$ cat src/rtl/led_matrix_if.sv
// Avalon-MM register bus for the LED matrix scanner.
// Zero-wait-state reads, active-low write strobe.
interface led_matrix_if;
    logic [2:0]  address;
    logic        chipselect;
    logic        write_n;
    logic [31:0] writedata;
    logic [31:0] readdata;

    modport master (
        output address,
        output chipselect,
        output write_n,
        output writedata,
        input  readdata
    );

    modport slave (
        input  address,
        input  chipselect,
        input  write_n,
        input  writedata,
        output readdata
    );
endinterface

$ cat src/rtl/led_matrix_scanner.sv
// 5x7 LED matrix column scanner with shadow/active frame buffers.
// Optional frame interrupt: define LED_MATRIX_FRAME_IRQ_EN.
module led_matrix_scanner #(
    parameter int CLK_DIV      = 50000,
    parameter int BLANK_CYCLES = 16
) (
    input  logic        clk,
    input  logic        reset_n,
    led_matrix_if.slave bus,
    output logic [4:0]  col_n,
    output logic [6:0]  row
`ifdef LED_MATRIX_FRAME_IRQ_EN
    ,
    output logic        irq
`endif
);

    localparam int CW = $clog2(CLK_DIV + 1);

    typedef enum logic [1:0] {
        IDLE,
        BLANK,
        DRIVE
    } state_t;

    state_t        state;
    logic [CW-1:0] cnt;
    logic [2:0]    idx;
    logic [6:0]    shadow [5];
    logic [6:0]    active [5];
    logic          en;
    logic          sync;
    logic          frame_done;
`ifdef LED_MATRIX_FRAME_IRQ_EN
    logic          irq_en;
`endif

    logic wr;
    logic wr_col;
    logic wr_ctrl;
    logic wr_stat;
    logic en_d;
    logic slot_end;
    logic wrap;
    logic unused_bits;

    assign wr      = bus.chipselect & ~bus.write_n;
    assign wr_col  = wr && (bus.address < 3'd5);
    assign wr_ctrl = wr && (bus.address == 3'd5);
    assign wr_stat = wr && (bus.address == 3'd6);

    // A CTRL write is seen by the scanner in its own cycle so that
    // clearing EN blanks the outputs on the very next cycle.
    assign en_d     = wr_ctrl ? bus.writedata[0] : en;
    assign slot_end = (state == DRIVE) && (cnt == CW'(CLK_DIV - 1));
    assign wrap     = slot_end && (idx == 3'd4) && en_d;

    assign unused_bits = ^bus.writedata[31:7];

    always_ff @(posedge clk or negedge reset_n) begin
        if (!reset_n) begin
            for (int i = 0; i < 5; i++) begin
                shadow[i] <= '0;
                active[i] <= '0;
            end
        end else begin
            if (wr_col)
                shadow[bus.address] <= bus.writedata[6:0];
            // The copy uses the pre-write shadow, so a write landing
            // on the wrap cycle shows up one frame later.
            if (wrap && sync) begin
                for (int i = 0; i < 5; i++)
                    active[i] <= shadow[i];
            end else if (wr_col && !sync) begin
                active[bus.address] <= bus.writedata[6:0];
            end
        end
    end

    always_ff @(posedge clk or negedge reset_n) begin
        if (!reset_n) begin
            en   <= 1'b0;
            sync <= 1'b0;
`ifdef LED_MATRIX_FRAME_IRQ_EN
            irq_en <= 1'b0;
`endif
        end else if (wr_ctrl) begin
            en   <= bus.writedata[0];
            sync <= bus.writedata[1];
`ifdef LED_MATRIX_FRAME_IRQ_EN
            irq_en <= bus.writedata[2];
`endif
        end
    end

    always_ff @(posedge clk or negedge reset_n) begin
        if (!reset_n)
            frame_done <= 1'b0;
        else if (wrap)
            frame_done <= 1'b1;
        else if (wr_stat && bus.writedata[0])
            frame_done <= 1'b0;
    end

    always_ff @(posedge clk or negedge reset_n) begin
        if (!reset_n) begin
            state <= IDLE;
            cnt   <= '0;
            idx   <= '0;
            col_n <= 5'b11111;
            row   <= '0;
        end else begin
            unique case (state)
                IDLE: begin
                    cnt   <= '0;
                    idx   <= '0;
                    col_n <= 5'b11111;
                    row   <= '0;
                    if (en)
                        state <= BLANK;
                end
                BLANK: begin
                    if (!en_d) begin
                        state <= IDLE;
                        cnt   <= '0;
                        idx   <= '0;
                        col_n <= 5'b11111;
                        row   <= '0;
                    end else if (cnt == CW'(BLANK_CYCLES - 1)) begin
                        state <= DRIVE;
                        cnt   <= cnt + CW'(1);
                        col_n <= ~(5'b00001 << idx);
                        row   <= active[idx];
                    end else begin
                        cnt   <= cnt + CW'(1);
                        col_n <= 5'b11111;
                        row   <= '0;
                    end
                end
                DRIVE: begin
                    if (!en_d) begin
                        state <= IDLE;
                        cnt   <= '0;
                        idx   <= '0;
                        col_n <= 5'b11111;
                        row   <= '0;
                    end else if (slot_end) begin
                        state <= BLANK;
                        cnt   <= '0;
                        idx   <= (idx == 3'd4) ? 3'd0 : idx + 3'd1;
                        col_n <= 5'b11111;
                        row   <= '0;
                    end else begin
                        cnt   <= cnt + CW'(1);
                        col_n <= ~(5'b00001 << idx);
                        row   <= active[idx];
                    end
                end
                default: begin
                    state <= IDLE;
                    cnt   <= '0;
                    idx   <= '0;
                    col_n <= 5'b11111;
                    row   <= '0;
                end
            endcase
        end
    end

    always_comb begin
        bus.readdata = '0;
        case (bus.address)
            3'd0, 3'd1, 3'd2, 3'd3, 3'd4:
                bus.readdata[6:0] = shadow[bus.address];
            3'd5: begin
                bus.readdata[0] = en;
                bus.readdata[1] = sync;
`ifdef LED_MATRIX_FRAME_IRQ_EN
                bus.readdata[2] = irq_en;
`endif
            end
            3'd6: begin
                bus.readdata[0]   = frame_done;
                bus.readdata[4:2] = idx;
            end
            default: bus.readdata = '0;
        endcase
    end

`ifdef LED_MATRIX_FRAME_IRQ_EN
    assign irq = frame_done & irq_en;
`endif

endmodule
$ cat src/flat_wrapper.sv
// flat-port wrapper written by rule: the top's interface ports become plain ports
module led_matrix_scanner_flat 
#(
    parameter int CLK_DIV      = 50000,
    parameter int BLANK_CYCLES = 16
)
  (clk, reset_n, col_n, row, bus_address, bus_chipselect, bus_write_n, bus_writedata, bus_readdata);
  led_matrix_if bus_i ();
  input  logic clk;
  input  logic reset_n;
  output logic [4:0] col_n;
  output logic [6:0] row;
  input wire logic [$bits(bus_i.address)-1:0] bus_address;
  input wire logic [$bits(bus_i.chipselect)-1:0] bus_chipselect;
  input wire logic [$bits(bus_i.write_n)-1:0] bus_write_n;
  input wire logic [$bits(bus_i.writedata)-1:0] bus_writedata;
  output wire logic [$bits(bus_i.readdata)-1:0] bus_readdata;
  assign bus_i.address = bus_address;
  assign bus_i.chipselect = bus_chipselect;
  assign bus_i.write_n = bus_write_n;
  assign bus_i.writedata = bus_writedata;
  assign bus_readdata = bus_i.readdata;
  led_matrix_scanner #(.CLK_DIV(CLK_DIV), .BLANK_CYCLES(BLANK_CYCLES)) u_core (.clk(clk), .reset_n(reset_n), .bus(bus_i), .col_n(col_n), .row(row));
endmodule
$ cat config.mk
export PLATFORM = sky130hd
export DESIGN_NAME = led_matrix_scanner_flat
export DESIGN_NICKNAME = d
export VERILOG_FILES = /design/src/rtl/led_matrix_if.sv /design/src/rtl/led_matrix_scanner.sv /design/src/flat_wrapper.sv
export SDC_FILE = /design/constraint.sdc
export NUM_CORES = 1
export LEC_CHECK = 0
export ABC_AREA = 1
export ABC_CLOCK_PERIOD_IN_PS = 1800
export CAP_MARGIN = 20
export CORE_ASPECT_RATIO = 0.6
export CORE_MARGIN = 4
export CORE_UTILIZATION = 37
export CTS_CLUSTER_SIZE = 20
export DETAILED_ROUTE_END_ITERATION = 16
export PLACE_DENSITY_LB_ADDON = 0.25
export SYNTH_ARGS = -nofsm -noshare
export SYNTH_HDL_FRONTEND = slang
export SYNTH_SLANG_ARGS = --single-unit
$ cat constraint.sdc
create_clock -name clk -period 1.8 [get_ports clk]
set_input_delay 0.45 -clock clk [delete_from_list [all_inputs] [get_ports clk]]
set_output_delay 0.45 -clock clk [all_outputs]
set_load 0.02 [all_outputs]
---- After elaboration in Yosys (flattened, before gate mapping) ----
Index checks and enable logic that the tools add are counted.
storage, ports and cells
  register bits after elaboration ......... 106
  latch bits .............................. 0
  memory bits (writable) .................. 0
  memory bits (read-only) ................. 0
  output and inout port bits .............. 44
  word-level logic and storage cells ...... 107
  memories kept ........................... 0
cells by class
  add/subtract/negate cells ............... 2
  $mul .................................... 0
  divide/modulo/power cells ............... 0
  order comparisons ....................... 4
  equal/unequal tests ..................... 15
  shifts and indexed selects .............. 1
  mux-type cells .......................... 44
  bitwise operators ....................... 5
  reduce and logical (&&, ||, !) cells .... 18
operators by type and width
  operator               count
  $bwmux 35              2
  $mux 35                2
  $mux 7                 9
  $mux 16                3
  $bmux 7 s3             2
  $pmux 16 s2            1
  $demux 7 s3            1
  $mux 5                 4
  $add 16x1->16 const B  1
  $eq 16x16->1 const B   1
  $eq 16x4->1 const B    1
  $pmux 7 s2             1
  $eq 3x3->1 const B     4
  $mux 2                 6
  $mux 3                 4
  $pmux 3 s2             2
  $logic_and 1x1->1      10
  $pmux 5 s2             1
  $ge 4x4->1 const B     2
  $not 3->4              2
  $eq 3x2->1 const B     2
  $ne 3x3->1 const B     2
  $pmux 2 s3             1
  $not 5->5              1
  21 further kinds       24

---- Longest topological paths before layout ----
Gate-level depths: netlist of the first run.
  depth after elaboration ................. 8
  mapped depth ............................ 11
  mapped depth without buffers ............ 11

---- Worst setup path after synthesis of the first run ----
OpenSTA, ideal clock, no wires.
  path type ............................... input -> output
  start point ............................. in bus_address[0]
  end point ............................... out bus_readdata[5]
  arrival ................................. 1,617 ps
  required time ........................... 1,350 ps
  path slack .............................. -267 ps
  stages on the path ...................... 5
  buffers on the path ..................... 0
  path through ............................ inv_1 > nand2_1 > nor2_1 > a21oi_1 > nor4_1
between the ends
  cells in the longest elaborated chain, start to end .. 5
ends and longest elaborated chain
  item                                       line                       source
  start, declared                            flat_wrapper.sv:13         input wire logic [$bits(bus_i.address)-1:0] bus_address;
  $not 3->4 (not written as such)            led_matrix_scanner.sv:174  bus.readdata[6:0] = shadow[bus.address];
  $bmux 7 s3                                 led_matrix_scanner.sv:174
  $mux 7 (not written as such) (2 in a row)  led_matrix_scanner.sv:174
  $mux 2 *                                   led_matrix_scanner.sv:172  case (bus.address)
  end, declared                              flat_wrapper.sv:17         output wire logic [$bits(bus_i.readdata)-1:0] bus_readdata;
Mark *: on every way between the ends. The rest lies on a longest branch, timed or not. The select of a mux whose other input is x is not followed.

---- Final worst setup path of the first run ----
  start point ............................. in bus_address[2]
  end point ............................... out bus_readdata[6]
Same word-level chain as after synthesis.

==> results of run 1 <==
through the flow:
| step | hold slack [ns] | util | setup TNS (ns) |
|---|---|---|---|
| CTS | 0.0364 | 0.508 | -0.278 |
| global placement | 0.401 | 0.468 | -66.05 |
| floorplan | 0.154 | - | -0.0585 |
| finish | 0.0212 | 0.568 | -1.13 |
| detailed placement | 0.409 | 0.468 | -68.60 |
| global route | 0.0381 | 0.568 | -4.35 |
power by group through the flow:
| stage | Sequential (W) | Combinational, W | Clock [W] |
|---|---|---|---|
| 2_1_floorplan | 0.00314 | 0.00113 | 0 |
| 3_3_place_gp | 0.00321 | 0.00204 | 0 |
| 3_5_place_dp | 0.00321 | 0.00208 | 0 |
| 4_1_cts | 0.00318 | 0.00212 | 0.00203 |
| 5_1_grt | 0.00329 | 0.00265 | 0.00214 |
| 6_report | 0.00327 | 0.00245 | 0.00202 |
cell usage in the layout, fill, tap and decap left out, types with 2 or more instances in the layout:
cell / count
sky130_fd_sc_hd__dfstp_2: 5
sky130_fd_sc_hd__nand4_1: 5
sky130_fd_sc_hd__dfrtp_1: 100
sky130_fd_sc_hd__inv_1: 41
sky130_fd_sc_hd__buf_12: 7
sky130_fd_sc_hd__a22oi_2: 2
sky130_fd_sc_hd__o21ai_1: 5
sky130_fd_sc_hd__ha_1: 8
sky130_fd_sc_hd__clkinv_4: 2
sky130_fd_sc_hd__nand2_2: 8
sky130_fd_sc_hd__a21oi_2: 3
sky130_fd_sc_hd__o221ai_1: 4
sky130_fd_sc_hd__o22ai_2: 2
sky130_fd_sc_hd__nor2_2: 6
sky130_fd_sc_hd__nand2_1: 108
sky130_fd_sc_hd__dlygate4sd2_1: 5
sky130_fd_sc_hd__buf_4: 109
sky130_fd_sc_hd__clkinvlp_4: 3
sky130_fd_sc_hd__a31oi_1: 2
sky130_fd_sc_hd__inv_4: 4
sky130_fd_sc_hd__nor3_1: 8
sky130_fd_sc_hd__clkbuf_16: 13
sky130_fd_sc_hd__inv_2: 9
sky130_fd_sc_hd__nand3_4: 22
sky130_fd_sc_hd__o21ai_0: 68
sky130_fd_sc_hd__clkinv_2: 3
sky130_fd_sc_hd__nor2_1: 59
sky130_fd_sc_hd__buf_8: 4
sky130_fd_sc_hd__buf_6: 15
sky130_fd_sc_hd__xor2_1: 7
sky130_fd_sc_hd__a21oi_1: 11
sky130_fd_sc_hd__nand3_1: 62
sky130_fd_sc_hd__conb_1: 25
sky130_fd_sc_hd__nor2_4: 10
sky130_fd_sc_hd__clkdlybuf4s50_1: 14
sky130_fd_sc_hd__nand3_2: 67
sky130_fd_sc_hd__nand2_4: 13
sky130_fd_sc_hd__dlymetal6s2s_1: 2
cells in the mapped netlist (all sizes together), types with 2 or more instances:
| cell | number | area [µm²] |
|---|---|---|
| nand4 | 5 | 31.3 |
| inv | 55 | 206 |
| buf | 43 | 323 |
| o22ai | 4 | 25.0 |
| nor3 | 9 | 45.0 |
| a22oi | 2 | 15.0 |
| xor2 | 7 | 61.3 |
| nor2 | 75 | 314 |
| a21oi | 15 | 78.8 |
| clkinv | 4 | 15.0 |
| o21ai | 75 | 379 |
| dfrtp | 101 | 2530 |
| dfstp | 5 | 131 |
| nand2 | 130 | 518 |
| ha | 10 | 125 |
| o221ai | 5 | 43.8 |
| clkbuf | 10 | 37.5 |
| nand3 | 151 | 778 |
| a31oi | 2 | 12.5 |
| nor4 | 2 | 12.5 |
layer usage:
layer,vias to the layer above,global-route usage
met1,2835,0.350
met3,23,0.0801
li1,2648,-
met5,-,0.0261
met4,0,0.0307
met2,276,0.276
state kept, by name, summed over array words and instances, names as in the netlist:
name	flops
u_core.active	35
u_core.cnt	16
u_core.col_n	5
u_core.en	1
u_core.frame_done	1
u_core.idx	3
u_core.row	7
u_core.shadow	35
u_core.state	2
u_core.sync	1
area by class of cell:
class	instances	area, µm²	share of cell area
sequential	106	2660	0.315
clock inverter	6	66.3	0.00786
timing repair buffer	162	1530	0.181
inverter	59	244	0.0289
multi-input combinational	524	3460	0.410
clock buffer	10	229	0.0271
timing repair inverter	1	5.00	0.000593
tap	198	248	0.0294
kinds of logic after synthesis:
kind of cell / count (synthesis) / share of synthesized area
adder cells (fa/ha/maj): 10 / 0.0218
other: 1 / 0.000653
AND/OR/NAND/NOR: 374 / 0.298
AO/OA/AOI/OAI: 107 / 0.102
XOR/XNOR: 8 / 0.0122
flip-flops: 106 / 0.463
buffers and inverters: 112 / 0.101
repair_timing:
item / 4_1_cts / 5_1_grt
setup endpoints to repair: 114 / 77
setup buffers: 6 / 6
gates cloned: 1 / 8
gates resized for setup: 124 / 147
pin swaps: 16 / 35
worst paths after layout:
check | cells after the start | to | slack, ns | startpoint
setup / recovery | 8 | bus_readdata[6] | -0.11 | bus_address[2]
hold / removal | 1 | u_core.state[0] | 0.02 | reset_n
setup reg to reg | 10 | u_core.active[16] | -0.06 | u_core.idx[0]
hold reg to reg | 2 | u_core.cnt[0] | 0.53 | u_core.cnt[0]
max in group asynchronous | 2 | u_core.idx[1] | 1.18 | reset_n
min in group clk | 2 | u_core.cnt[0] | 0.53 | u_core.cnt[0]
==> impl_metrics.yaml, run 1 <==
drt:
  routed_wl_um: 21100
  routed_antenna_nets: 0
  dr.first_iter.drc_count: 704
  drt_via_density: 5.42
  route.top_layer_used: "met4"
  routed_wire_length_per_instance_um: 19.8
  wl_met3_um: 2690
  route.layer.met1.wl_um: 9740
  remaining_drc_errors: 0
  routed_via_count: 5782
  first_pass_iters: 6
  route.met2.wl_um: 8500
clock_tree:
  cts_buffers: 9
  holdBufCountCts: 0
  cts_num_sinks: 106
  cts_tree: "done"
  clk_transition_reported_paths_ns: 0.07
  cts_max_path_buffers: 2
  clk-insertion-delay-late_ns: 0.35
  clk_root_buffer_cell: "sky130_fd_sc_hd__clkbuf_16"
  cts_h_tree_lvls: 3
die:
  core_area_mm2: 0.0148
  top_level_ports: 83
  fp-row-count: 34
  initial_utilization: 0.387
  fp.dieArea_mm2: 0.0176
  die_width_um: 169
  chipHeight_um: 104
power:
  total_leakage_power_nw: 3.97
  finalPower_w: 0.00773
  internal_power_summed_over_all_cells_w: 0.00490
  power.switching_fraction: 0.366
  p_clk_frac: 0.261
  seq_power_share: 0.423
  irDropWorstVdd_v: 0.000491
  share_comb_of_total_power: 0.317
  netSwitchingPower_w: 0.00283
  power_per_cell_area_mw_per_mm2: 916
setup_path:
  worst-path-max-fanout: 4
  critical-path-top-delay-family: "buffers and inverters"
  path_buf_inv: 4
  worstPathRequired_ns: 1.35
  crit_top_cell: "sky130_fd_sc_hd__buf_6"
  worstSetupEndpointType: "output port"
  critical_path_arrival_ns: 1.46
  cell_by_cell_listing_of_the_critical_path: "buf_8 > buf_6 > nor2_4 > nand2_2 > buf_6 > o22ai_4 > nor4_4 > buf_4"
  timing.critical_path.from_type: "input port"
  crit_path_max_incr_delay_ns: 0.18
  timing.critical_path.slowest_stage_cell: "sky130_fd_sc_hd__o22ai_4"
  critical_path_start_end_classification: "input port to output port"
grt:
  grt_antenna_before_repair: 0
  grt_pass1_vias: 5213
  overflow: 0
  grt_start_max_net_pins: 39
  grt_first_pass_wirelength_um: 29800
  grt_util_all_layers: 0.218
final_layout:
  diode_insertion_count_for_antenna_repair: 0
  final_layout_size_suffix_gt1_frac: 0.374
  layout.nets: 912
  syn_to_final_growth_pct: 47.0
  post_layout_nonfiller_instances: 1066
  final_design_area_no_fill_mm2: 0.00844
  fillerInstances: 1254
timing:
  fmax_mhz: 523
  timing.clock.skew_ns: 0.00945
  unrepaired_setup_endpoints_after_global_routing: "true"
  timing_max_transition_violations_final: 0
  finalHoldViolations: 0
  min_period_over_period: 1.06
  final-setup-viol-count: 33
  fin_ws_ns: -0.111
  tightest_slew_ns: 0.559
  final_period_minus_worst_setup_slack_ns: 1.91
  maxSlewHeadroom: 0.627
run:
  max_cap_viol_count: 0
placed_design:
  port_buffers: 32
  global_placement_routability_congestion: 0.970
  placed_cells: 1029
  detailedPlacementHpwl_um: 14800
  pre_cts_ws_ns: -1.05
  placedInstanceArea_mm2: 0.00695
run_status:
  failed_checks: "negative setup slack"
  status: "finished with violations"
min_path:
  worstHoldPathType: "input port to asynchronous set/reset pin"
yosys:
  netlist_instances: 718
  post_synth_instance_area_mm2: 0.00574
  syn_area_per_cell_um2: 7.99
  synth-edff-count: 0
  unique_cell_type_count_in_the_yosys_netlist: 40
  synth_ff_type: "sky130_fd_sc_hd__dfrtp_1"
  postSynth.asyncResetShare: 1.00
  synth_seq_cells: 106
  synth.yosys.warnings: 0
  yosysSeqAreaShare: 0.463
(Power assumes the default switching activity.)
==> run 2: changes to the inputs <==
==> constraint.sdc (replaced) <==
create_clock -name clk -period 1.8 [get_ports clk]
set_input_delay 0.45 -clock clk [delete_from_list [all_inputs] [get_ports clk]]
set_output_delay 0.45 -clock clk [all_outputs]
set_load 0.01 [all_outputs]
==> run 2 against run 1 <==
Net effect: the flow still finishes with violations (negative setup slack); first-iteration DRC count shrank 8.0%; sequential power shrank 2%; combinational power shrank 7%; global-route usage is essentially flat; sequential share of layout area grew 1.8 points; final cell count shrank 0.75%; count of clock-buffer cells in the layout shrank 1; critical path depth is the same; non-clock buffer count shrank 7; core utilization shrank 3.1 points; critical path type unchanged; critical endpoint unchanged; largest power group unchanged; highest routed layer unchanged.
==> impl_metrics.yaml, run 2 (synthesized netlist as in run 1, its figures left out) <==
final_layout:
  diode_insertion_count_for_antenna_repair: 0
  layout_common_cells: "sky130_fd_sc_hd__nand3_1 (111), sky130_fd_sc_hd__nand2_1 (107), sky130_fd_sc_hd__buf_4 (103)"
  layout.nets: 904
  post_layout_nonfiller_instances: 1058
  largest_registers: "u_core.active (35), u_core.shadow (35), u_core.cnt (16)"
  layout_commonest_cell: "sky130_fd_sc_hd__nand3_1"
  final_layout_size_suffix_gt1_frac: 0.320
  final_design_area_no_fill_mm2: 0.00798
  syn_to_final_growth_pct: 39.0
timing:
  timing_max_transition_violations_final: 0
  hold-worst-slack_ns: 0.0773
  fin_ws_ns: -0.0920
  fmax_mhz: 529
  final-setup-viol-count: 7
  unrepaired_setup_endpoints_after_global_routing: "true"
  setup_tns_ns: -0.304
  min_period_over_period: 1.05
  timing.clock.skew_ns: 0.0151
  maxSlewHeadroom: 0.665
  final_period_minus_worst_setup_slack_ns: 1.89
  tightest_slew_ns: 0.500
  finalHoldViolations: 0
clock_tree:
  clk-insertion-delay-late_ns: 0.36
  cts_tree: "done"
  clk_root_buffer_cell: "sky130_fd_sc_hd__clkbuf_16"
  cts_buffers: 9
  cts_num_sinks: 106
  cts_h_tree_lvls: 3
  clk_transition_reported_paths_ns: 0.07
  cts_max_path_buffers: 2
  holdBufCountCts: 0
setup_path:
  worstRegToRegCells: 10
  critical_path_start_end_classification: "input port to output port"
  worst-path-max-fanout: 4
  critical_path_arrival_ns: 1.44
  worst_reg_to_reg_setup_slack_ns: 0.01
  timing.critical_path.from_type: "input port"
  worstPathRequired_ns: 1.35
  worstReg2RegStart: "u_core.idx[0]"
  worstReg2RegEnd: "u_core.active[22]"
  worstSetupEndpointType: "output port"
placed_design:
  pre_cts_ws_ns: -1.01
  placedInstanceArea_mm2: 0.00684
  placed_cells: 1019
  detailedPlacementHpwl_um: 14600
  global_placement_routability_congestion: 0.958
  port_buffers: 32
grt:
  grt_antenna_before_repair: 0
  grt_util_all_layers: 0.218
  grt_start_max_net_pins: 68
  grt_pass1_vias: 5147
  grt_first_pass_wirelength_um: 29800
  overflow: 0
drt:
  routed_antenna_nets: 0
  drt_via_density: 5.43
  routed_wl_um: 20600
  routed_via_count: 5746
  remaining_drc_errors: 0
  dr.first_iter.drc_count: 648
  first_pass_iters: 7
  routed_wire_length_per_instance_um: 19.5
power:
  power_per_cell_area_mw_per_mm2: 934
  total_leakage_power_nw: 3.77
  irDropWorstVdd_v: 0.000565
run_status:
  status: "finished with violations"
  failed_checks: "negative setup slack"
run:
  max_cap_viol_count: 0
die:
  die_width_um: 169
  fp.dieArea_mm2: 0.0176
  initial_utilization: 0.387
  top_level_ports: 83
  chipHeight_um: 104
  fp-row-count: 34
  core_area_mm2: 0.0148
min_path:
  worstHoldPathType: "input port to asynchronous set/reset pin"
-- run 2: changes by cell type in the layout (fill, tap and decap cells not counted), sizes merged --
cell,previous run,this run
buf,137,129
clkinv,6,4
bufinv,1,0
clkinvlp,4,2
clkdlybuf4s50,14,13
inv,55,60
dlymetal6s2s,2,3
-- run 2: power by group --
part / internal [W] / switching, W / leakage (nW)
Clock: 0.000965 / 0.000989 / 0.136
Combinational: 0.000936 / 0.00135 / 2.27
Sequential: 0.00283 / 0.000381 / 1.37
-- run 2: how the worst max path moves through the flow --
stage | from | endpoint | cells after the start
5_1_grt | bus_address[2] | bus_readdata[6] | 8
3_5_place_dp | bus_address[1] | bus_readdata[1] | 8
4_1_cts | bus_write_n | u_core.active[1] | 11
6_report | bus_address[2] | bus_readdata[6] | 8
2_1_floorplan | bus_address[0] | bus_readdata[5] | 5
3_3_place_gp | bus_address[1] | bus_readdata[0] | 10
-- run 2: cell type report --
cell class / count / area (µm²)
Inverter: 59 / 231
Multi-Input combinational cell: 524 / 3120
Sequential cell: 106 / 2660
Clock inverter: 7 / 60.1
Timing Repair Buffer: 155 / 1440
Fill cell: 1341 / 6870
Tap cell: 198 / 248
Clock buffer: 9 / 225
-- run 2: timing repair --
item,in CTS,in global routing
gates resized for setup,96,104
setup buffers,5,13
pin swaps,16,27
setup endpoints to repair,101,73
cloned,1,8
-- run 2: layer usage --
metal	track usage	wire length, µm	share of wire
met5	0	0	0
met4	0.0336	312	0.015
met3	0.0779	2620	0.13
met2	0.272	7910	0.38
met1	0.356	9810	0.48
-- run 2: critical path, cell delays in order --
cell                      delay (ns)
sky130_fd_sc_hd__buf_8          0.10
sky130_fd_sc_hd__buf_6          0.12
sky130_fd_sc_hd__nor2_4         0.18
sky130_fd_sc_hd__nand2_4        0.07
sky130_fd_sc_hd__buf_6          0.14
sky130_fd_sc_hd__o22ai_4        0.17
sky130_fd_sc_hd__nor4_2         0.07
sky130_fd_sc_hd__buf_2          0.14
-- run 2: stage by stage --
step | total power (W) | util
after detailed placement | 0.00521 | 0.460
after floorplan | 0.00418 | -
final | 0.00745 | 0.537
after global placement | 0.00517 | 0.460
after global routing | 0.00781 | 0.537
after CTS | 0.00718 | 0.491
